### config.mk
export PLATFORM = sky130hd
export DESIGN_NAME = pairing_scheduler
export DESIGN_NICKNAME = d
export VERILOG_FILES = /design/src/rtl/pairing_scheduler_pkg.sv /design/src/rtl/pairing_rr_arb2.sv /design/src/rtl/pairing_scheduler.sv
export VERILOG_INCLUDE_DIRS = /design/src /design/src/rtl
export SDC_FILE = /design/constraint.sdc
export NUM_CORES = 1
export LEC_CHECK = 0
export ABC_AREA = 1
export BUFFER_PORTS_ARGS = -buffer_cell sky130_fd_sc_hd__buf_2
export CORE_MARGIN = 10
export CORE_UTILIZATION = 40
export DETAILED_ROUTE_END_ITERATION = 12
export GPL_TIMING_DRIVEN = 0
export PLACE_DENSITY = 0.74
export SLEW_MARGIN = 10
export SYNTH_ARGS = -nofsm -noshare
export SYNTH_HDL_FRONTEND = slang
export SYNTH_SLANG_ARGS = --single-unit
### constraint.sdc
create_clock -name clk -period 4.1 [get_ports clk]
set_clock_uncertainty 0.1 [all_clocks]
set_input_delay 0.82 -clock clk [delete_from_list [all_inputs] [get_ports clk]]
set_output_delay 0.82 -clock clk [all_outputs]
set_load 0.05 [all_outputs]
### src/rtl/inc.v
// rtl/inc.v - shared operand width macros for the pairing core and its scheduler
`ifndef PAIRING_INC_V
`define PAIRING_INC_V
// Coordinate operands are `WIDTH+1 bits; the pairing result is `W6+1 bits.
`define WIDTH 7
`define W6 47
`endif

### src/rtl/pairing_scheduler_pkg.sv
// rtl/pairing_scheduler_pkg.sv - FSM encoding and counter widths for the pairing scheduler
//
// Contents:
//   state_e      scheduler FSM states
//   START_CNT_W  width of the core-reset (START) down-counter
//   RUN_CNT_W    width of the RUN cycle counter (covers TIMEOUT_CYC up to 65535)
//   JOBS_W       width of the completed-jobs counter
package pairing_scheduler_pkg;

  typedef enum logic [1:0] {
    ST_IDLE  = 2'd0,
    ST_START = 2'd1,
    ST_RUN   = 2'd2,
    ST_RESP  = 2'd3
  } state_e;

  localparam int START_CNT_W = 4;
  localparam int RUN_CNT_W   = 16;
  localparam int JOBS_W      = 16;

endpackage

### src/rtl/pairing_rr_arb2.sv
// rtl/pairing_rr_arb2.sv - two-way round-robin grant logic
//
// Ports:
//   req_i   [1:0]  request vector
//   prio_i         preferred requester when both request
//   gnt_o   [1:0]  one-hot grant (zero when nothing requests)
module pairing_rr_arb2 (
  input  logic [1:0] req_i,
  input  logic       prio_i,
  output logic [1:0] gnt_o
);

  always_comb begin
    gnt_o = 2'b00;
    if (req_i == 2'b11) begin
      gnt_o = prio_i ? 2'b10 : 2'b01;
    end else begin
      // Zero or one requester: the grant is the request itself.
      gnt_o = req_i;
    end
  end

endmodule

### src/rtl/pairing_scheduler.sv
// rtl/pairing_scheduler.sv - round-robin job scheduler in front of one shared tate_pairing core
//
// Ports:
//   clk, reset                  clock, asynchronous active-low reset
//   req_valid/req_ready [1:0]   per-requester job handshake (req_ready combinational, IDLE only)
//   req_x1/y1/x2/y2             per-requester operands, slice k belongs to requester k
//   core_reset                  active-high reset to the core, low only while the job runs
//   core_x1/y1/x2/y2            operands latched at accept, stable until the next accept
//   core_done, core_out         core completion flag and result
//   rsp_valid/rsp_ready         response handshake
//   rsp_id, rsp_err, rsp_data   owning requester, timeout flag, result
//   busy                        high whenever a job is in flight
//   jobs_done [15:0]            wrapping count of delivered responses
`include "inc.v"
module pairing_scheduler
  import pairing_scheduler_pkg::*;
#(
  parameter int RST_CYC     = 2,
  parameter int TIMEOUT_CYC = 65535
) (
  input  logic                     clk,
  input  logic                     reset,
  input  logic [1:0]               req_valid,
  output logic [1:0]               req_ready,
  input  logic [2*(`WIDTH+1)-1:0]  req_x1,
  input  logic [2*(`WIDTH+1)-1:0]  req_y1,
  input  logic [2*(`WIDTH+1)-1:0]  req_x2,
  input  logic [2*(`WIDTH+1)-1:0]  req_y2,
  output logic                     core_reset,
  output logic [`WIDTH:0]          core_x1,
  output logic [`WIDTH:0]          core_y1,
  output logic [`WIDTH:0]          core_x2,
  output logic [`WIDTH:0]          core_y2,
  input  logic                     core_done,
  input  logic [`W6:0]             core_out,
  output logic                     rsp_valid,
  input  logic                     rsp_ready,
  output logic                     rsp_id,
  output logic                     rsp_err,
  output logic [`W6:0]             rsp_data,
  output logic                     busy,
  output logic [JOBS_W-1:0]        jobs_done
);

  localparam int OPW = `WIDTH + 1;
  localparam logic [START_CNT_W-1:0] START_LOAD = START_CNT_W'(RST_CYC);
  // Last RUN count before abort; unused when the timeout is disabled.
  localparam logic [RUN_CNT_W-1:0] TO_LAST =
    (TIMEOUT_CYC == 0) ? '0 : RUN_CNT_W'(TIMEOUT_CYC - 1);
  localparam bit TO_EN = (TIMEOUT_CYC != 0);

  state_e                 state_q, state_d;
  logic                   prio_q, prio_d;
  logic [START_CNT_W-1:0] start_cnt_q, start_cnt_d;
  logic [RUN_CNT_W-1:0]   run_cnt_q, run_cnt_d;
  logic [OPW-1:0]         x1_q, x1_d, y1_q, y1_d, x2_q, x2_d, y2_q, y2_d;
  logic                   rsp_id_q, rsp_id_d;
  logic                   rsp_err_q, rsp_err_d;
  logic [`W6:0]           rsp_data_q, rsp_data_d;
  logic                   rsp_valid_q, rsp_valid_d;
  logic                   busy_q, busy_d;
  logic                   core_reset_q, core_reset_d;
  logic [JOBS_W-1:0]      jobs_q, jobs_d;

  logic [1:0] gnt;
  logic       winner;
  logic       in_idle;

  assign in_idle = (state_q == ST_IDLE);

  pairing_rr_arb2 u_arb (
    .req_i  (req_valid),
    .prio_i (prio_q),
    .gnt_o  (gnt)
  );

  // Grant is only offered while idle; there is no request queue.
  assign req_ready = in_idle ? gnt : 2'b00;
  assign winner    = gnt[1];

  always_comb begin
    state_d     = state_q;
    prio_d      = prio_q;
    start_cnt_d = start_cnt_q;
    run_cnt_d   = run_cnt_q;
    x1_d        = x1_q;
    y1_d        = y1_q;
    x2_d        = x2_q;
    y2_d        = y2_q;
    rsp_id_d    = rsp_id_q;
    rsp_err_d   = rsp_err_q;
    rsp_data_d  = rsp_data_q;
    jobs_d      = jobs_q;

    case (state_q)
      ST_IDLE: begin
        if (gnt != 2'b00) begin
          x1_d        = winner ? req_x1[2*OPW-1:OPW] : req_x1[OPW-1:0];
          y1_d        = winner ? req_y1[2*OPW-1:OPW] : req_y1[OPW-1:0];
          x2_d        = winner ? req_x2[2*OPW-1:OPW] : req_x2[OPW-1:0];
          y2_d        = winner ? req_y2[2*OPW-1:OPW] : req_y2[OPW-1:0];
          rsp_id_d    = winner;
          prio_d      = ~winner;
          start_cnt_d = START_LOAD;
          state_d     = ST_START;
        end
      end

      ST_START: begin
        // The counter was loaded with RST_CYC at accept, so leaving when it
        // reads 1 keeps core_reset high for exactly RST_CYC cycles here.
        if (start_cnt_q <= START_CNT_W'(1)) begin
          start_cnt_d = '0;
          run_cnt_d   = '0;
          state_d     = ST_RUN;
        end else begin
          start_cnt_d = start_cnt_q - START_CNT_W'(1);
        end
      end

      ST_RUN: begin
        run_cnt_d = run_cnt_q + RUN_CNT_W'(1);
        // Completion has priority over a coincident timeout.
        if (core_done) begin
          rsp_data_d = core_out;
          rsp_err_d  = 1'b0;
          state_d    = ST_RESP;
        end else if (TO_EN && (run_cnt_q == TO_LAST)) begin
          rsp_data_d = '0;
          rsp_err_d  = 1'b1;
          state_d    = ST_RESP;
        end
      end

      ST_RESP: begin
        if (rsp_ready) begin
          jobs_d  = jobs_q + JOBS_W'(1);
          state_d = ST_IDLE;
        end
      end

      default: begin
        state_d = ST_IDLE;
      end
    endcase

    // Status outputs are registered from the next state so they line up
    // with the state register rather than lagging it by a cycle.
    rsp_valid_d  = (state_d == ST_RESP);
    busy_d       = (state_d != ST_IDLE);
    core_reset_d = (state_d != ST_RUN);
  end

  always_ff @(posedge clk or negedge reset) begin
    if (!reset) begin
      state_q      <= ST_IDLE;
      prio_q       <= 1'b0;
      start_cnt_q  <= '0;
      run_cnt_q    <= '0;
      x1_q         <= '0;
      y1_q         <= '0;
      x2_q         <= '0;
      y2_q         <= '0;
      rsp_id_q     <= 1'b0;
      rsp_err_q    <= 1'b0;
      rsp_data_q   <= '0;
      rsp_valid_q  <= 1'b0;
      busy_q       <= 1'b0;
      core_reset_q <= 1'b1;
      jobs_q       <= '0;
    end else begin
      state_q      <= state_d;
      prio_q       <= prio_d;
      start_cnt_q  <= start_cnt_d;
      run_cnt_q    <= run_cnt_d;
      x1_q         <= x1_d;
      y1_q         <= y1_d;
      x2_q         <= x2_d;
      y2_q         <= y2_d;
      rsp_id_q     <= rsp_id_d;
      rsp_err_q    <= rsp_err_d;
      rsp_data_q   <= rsp_data_d;
      rsp_valid_q  <= rsp_valid_d;
      busy_q       <= busy_d;
      core_reset_q <= core_reset_d;
      jobs_q       <= jobs_d;
    end
  end

  // Named handle kept separate so the completed-jobs register is easy to find.
  logic [JOBS_W-1:0] jobs_done_q;
  assign jobs_done_q = jobs_q;

  assign core_x1    = x1_q;
  assign core_y1    = y1_q;
  assign core_x2    = x2_q;
  assign core_y2    = y2_q;
  assign rsp_id     = rsp_id_q;
  assign rsp_err    = rsp_err_q;
  assign rsp_data   = rsp_data_q;
  assign rsp_valid  = rsp_valid_q;
  assign busy       = busy_q;
  assign core_reset = core_reset_q;
  assign jobs_done  = jobs_done_q;

endmodule

Word-level counts from Yosys, hierarchy flattened

Index checks and enable logic that the tools add are counted.
W data, S select, Z words.

Add/sub/neg operators: 3
Multiply operators: 0
Div/mod/pow operators: 0
Order comparisons: 1
Eq/ne operators: 9
Shift-type cells: 0
Multiplexer cells: 22
Bitwise gates (word level): 1
Reduce and logical (&&, ||, !) cells: 11

Operators by type and width:

| operator                | count |
|---|---|
| $mux W48                | 2 |
| $add A16 B1 Y16 const B | 2 |
| $mux W8                 | 4 |
| $pmux W16 S2            | 1 |
| $eq A16 B16 Y1 const B  | 1 |
| $mux W16                | 1 |
| $mux W2                 | 8 |
| $reduce_and A2 Y1       | 5 |
| $reduce_bool A2 Y1      | 5 |
| $eq A2 B2 Y1 const B    | 4 |
| $mux W4                 | 2 |
| $pmux W2 S4             | 1 |
| $pmux W4 S2             | 1 |
| $le A4 B1 Y1 const B    | 1 |
| $ne A2 B2 Y1 const B    | 2 |
| $sub A4 B1 Y4 const B   | 1 |
| $eq A2 B1 Y1 const B    | 1 |
| $logic_not A2 Y1        | 1 |
| $mux W1                 | 2 |
| $ne A2 B1 Y1 const B    | 1 |
| $not A1 Y1              | 1 |

Flip-flop bits (word level): 124
Bits in latches: 0
Bits in writable memories: 0
ROM bits: 0
Input bits: 118
Output and inout port bits: 103
Logic and storage cells: 62
Memories kept: 0

Logic depth before layout (Yosys ltp)

Depth after elaboration: 6
Mapped depth: 10
Gate-level depth less buffers: 9

Modules after synthesis

Synthesis repeated with hierarchy kept, for this count alone.

Cells, all modules: 682
Area total of the unflattened synthesis: 5536.6 sq um

By module, submodules not included:

| module            | instances | cells an instance | area each (sq um) | sequential area each (sq um) |
|---|---|---|---|---|
| pairing_scheduler | 1         | 677               | 5515.3            | 3104.2 |
| pairing_rr_arb2   | 1         | 5                 | 21.3              | 0.0 |

Worst setup path before layout

No wires, ideal clock.

Path type: in2out
Start: input port req_valid[1]
End: output port req_ready[1]
Data arrival time: 1.629 ns
Required time: 3.180 ns
Path slack: 1.551 ns
Stages on the path: 5
Path buffers: 1
Cells stage by stage: nor2_1 > nor3_2 > inv_1 > nor2_2 > buf_2

Word-level cells in the longest chain between the ends: 3

RTL lines:

| item            | line                    | RTL |
|---|---|---|
| start, declared | pairing_scheduler.sv:23 | `input logic [1:0] req_valid,` |
| $eq A2 B2 Y1    | pairing_rr_arb2.sv:15   | `if (req_i == 2'b11) begin` |
| $mux W2 (*)     | pairing_rr_arb2.sv:15   |  |
| $mux W2 (*)     | pairing_scheduler.sv:78 | `assign req_ready = in_idle ? gnt : 2'b00;` |
| end, declared   | pairing_scheduler.sv:24 | `output logic [1:0] req_ready,` |

Mark *: on every way between the ends. The rest lies on a longest branch, timed or not.

Final worst setup path

Start: input port req_valid[0]
End: output port req_ready[1]

Word-level cells in the longest chain between the ends: 3

RTL lines:

| item         | line |
|---|---|
| $eq A2 B2 Y1 | pairing_rr_arb2.sv:15 |
| $mux W2      | pairing_rr_arb2.sv:15 |
| $mux W2      | pairing_scheduler.sv:78 |

No other way between the ends.

==> results.cfg <==
[status]
outcome = finished, final reports clean

[cts]
clk_latency_ps = 410
cts-htree-levels = 4
post-cts-setup-buffers = 0
ctsResizeCount = 0
cts.sinks = 124
clock_path_buffers = 2
cts_tree = done
clk_pin_slew_ps = 50
cts-root-buf = clkbuf_16
cts_buffers = 17
cts-hold-fix-buffers = 0

[place]
dp_hpwl_um = 12700
port_buffers = 220
placed_area_um2 = 6870
gp_congestion = 0.856

[floorplanning]
num_rows = 42
die_area_um2 = 18900
start_util = 0.413
num_io_pins = 221
die_h_um = 137
die_x_um = 137
coreArea_um2 = 13300

[power]
power.leakage_nw = 4.07
ir_drop_uv = 522
p_per_area_nw_per_um2 = 866

[finish]
syn2layout_area_growth_pct = 35.1
fin_nets = 1030
finish.utilization = 0.558
fill_cells = 1255
mostFrequentLayoutCell = nand2_1
drive_gt1_frac = 0.307
diodes = 0
fin_area_um2 = 7450
final_cell_mix = nand2_1, buf_2, dfrtp_1, o21ai_0, nor2_1

[routing]
routedWlPerCell_um = 15.1
drt_iter0_markers = 250
vias = 5132
drt-vias-per-instance = 4.69
ant_nets = 0
drc = 0
drt_wl_total_um = 16500
drtPass1Iterations = 4

[sta]
setup_tns_ps = 0
timing.final.crit_share = 0.765
period_needed_ps = 3130
max_slew_margin = 0.667
hold_viol = 0
drv_slew = 0
rsz0062_at_grt = false
fmax_mhz = 319
tightestPinTransition_ps = 500
setup_viol_count_final = 0

[logic_synthesis]
synth.avg_cell_area_um2 = 8.26
yosys_warnings = 0
ys_types = 30
syn_area_um2 = 5510
seq_area_frac_synth = 0.563
syn_inst = 667
syn-num-nets = 790
synth_seq_cells = 124

[min_path]
min_path_type = in -> async

[global_routing]
grt_use_total = 0.174
grt.overflow.total = 0
antenna_found_initial = 0
grt_pass1_wl_um = 25700
first_global_vias = 5074
grt_max_degree = 74

[worst_setup_path]
cp_data_arrival_time_ps = 2210
cp_common_cell = buf_2
cpPeakStageDelay_ps = 310
slowest_stage = buf_2
path_cells = buf_2, nor2_1, nor3_2, inv_1, nor2_2, buf_2, buf_2
ff2ff_path_depth = 9
critPathMaxFanout = 10
crit_family = buffers and inverters
timing.rr.end = busy$_DFF_PN0_
cp.required_ps = 3180
cp-start-kind = input port
ff2ff_setup_slack_ps = 2110
worstSetupPathType = in -> out
r2r_start = start_cnt_q[0]$_DFFE_PN0P_
endpoint_kind = primary output
path_buf_inv = 4

[job]
maxCapViolCount = 0
final cells by class:
cell class / instances / area [um^2] / area share
flip-flops and latches: 124 / 3100 / 0.417
multi-input cells: 473 / 2110 / 0.283
repair buffers: 221 / 1130 / 0.152
clock buffers: 22 / 464 / 0.0623
well taps: 176 / 220 / 0.0296
inverters: 46 / 173 / 0.0232
plain buffers: 24 / 125 / 0.0168
clock inverters: 8 / 118 / 0.0158
cell families after synthesis:
group / synth area share
compound gates: 0.0624
simple gates: 0.291
fa+ha+maj: 0.0114
flops: 0.563
buf+inv: 0.0540
xor+xnor: 0.0175
synthesized netlist by cell type (all sizes together):
master | n | area, um^2
a21boi | 1 | 7.51
nor3 | 4 | 25.0
clkbuf | 4 | 16.3
o22ai | 1 | 6.26
nand3 | 38 | 190
ha | 5 | 62.6
a21oi | 5 | 25.0
xnor2 | 5 | 43.8
buf | 20 | 109
nand2 | 275 | 1030
inv | 46 | 173
and2 | 1 | 6.26
a22oi | 1 | 7.51
nand3b | 4 | 30.0
dfstp | 1 | 26.3
xor2 | 6 | 52.6
dfrtp | 123 | 3080
o21ai | 55 | 275
o21bai | 2 | 15.0
nor2 | 59 | 259
o31ai | 1 | 7.51
nand4 | 10 | 62.6
flip-flops by register name, indices dropped and copies added, names as in the netlist:
| name | flops |
|---|---|
| busy | 1 |
| core_reset | 1 |
| core_x1 | 8 |
| core_x2 | 8 |
| core_y1 | 8 |
| core_y2 | 8 |
| jobs_done | 16 |
| prio_q | 1 |
| rsp_data | 48 |
| rsp_err | 1 |
| rsp_id | 1 |
| rsp_valid | 1 |
| run_cnt_q | 16 |
| start_cnt_q | 4 |
| state_q | 2 |
how the worst max path moves through the flow:
stage | slack, ps | cells past startpoint | start | end
after global placement | 440 | 1 | reset | rsp_data[42]$_DFFE_PN0P_
after CTS | 950 | 5 | state_q[0]$_DFF_PN0_ | req_ready[1]
after detailed placement | 960 | 7 | req_valid[0] | req_ready[1]
after global routing | 800 | 7 | req_valid[0] | req_ready[1]
final | 970 | 7 | req_valid[0] | req_ready[1]
after floorplan | 1550 | 5 | req_valid[1] | req_ready[1]
power breakdown:
| part | total, mW | internal (mW) | switching, mW |
|---|---|---|---|
| sequential | 1.95 | 1.68 | 0.270 |
| clock | 1.50 | 0.976 | 0.520 |
| combinational | 3.00 | 0.667 | 2.33 |
| total | 6.45 | 3.32 | 3.12 |
per-stage QoR:
stage	std cells	setup WS [ps]	power [mW]	hold slack (ps)
6_report	1094	965	6.45	260
5_1_grt	1094	805	6.81	290
4_1_cts	1094	949	6.51	262
3_5_place_dp	1064	962	5.00	353
3_3_place_gp	1063	441	4.94	349
2_1_floorplan	667	1550	4.15	379
metal layers:
| metal | share of wire | track usage | vias to the layer above |
|---|---|---|---|
| li1 | - | - | 2582 |
| met1 | 0.41 | 0.202 | 2369 |
| met2 | 0.49 | 0.281 | 157 |
| met3 | 0.087 | 0.0725 | 24 |
| met4 | 0.016 | 0.0638 | 0 |
| met5 | 0 | 0 | - |
(Power assumes the default switching activity.)
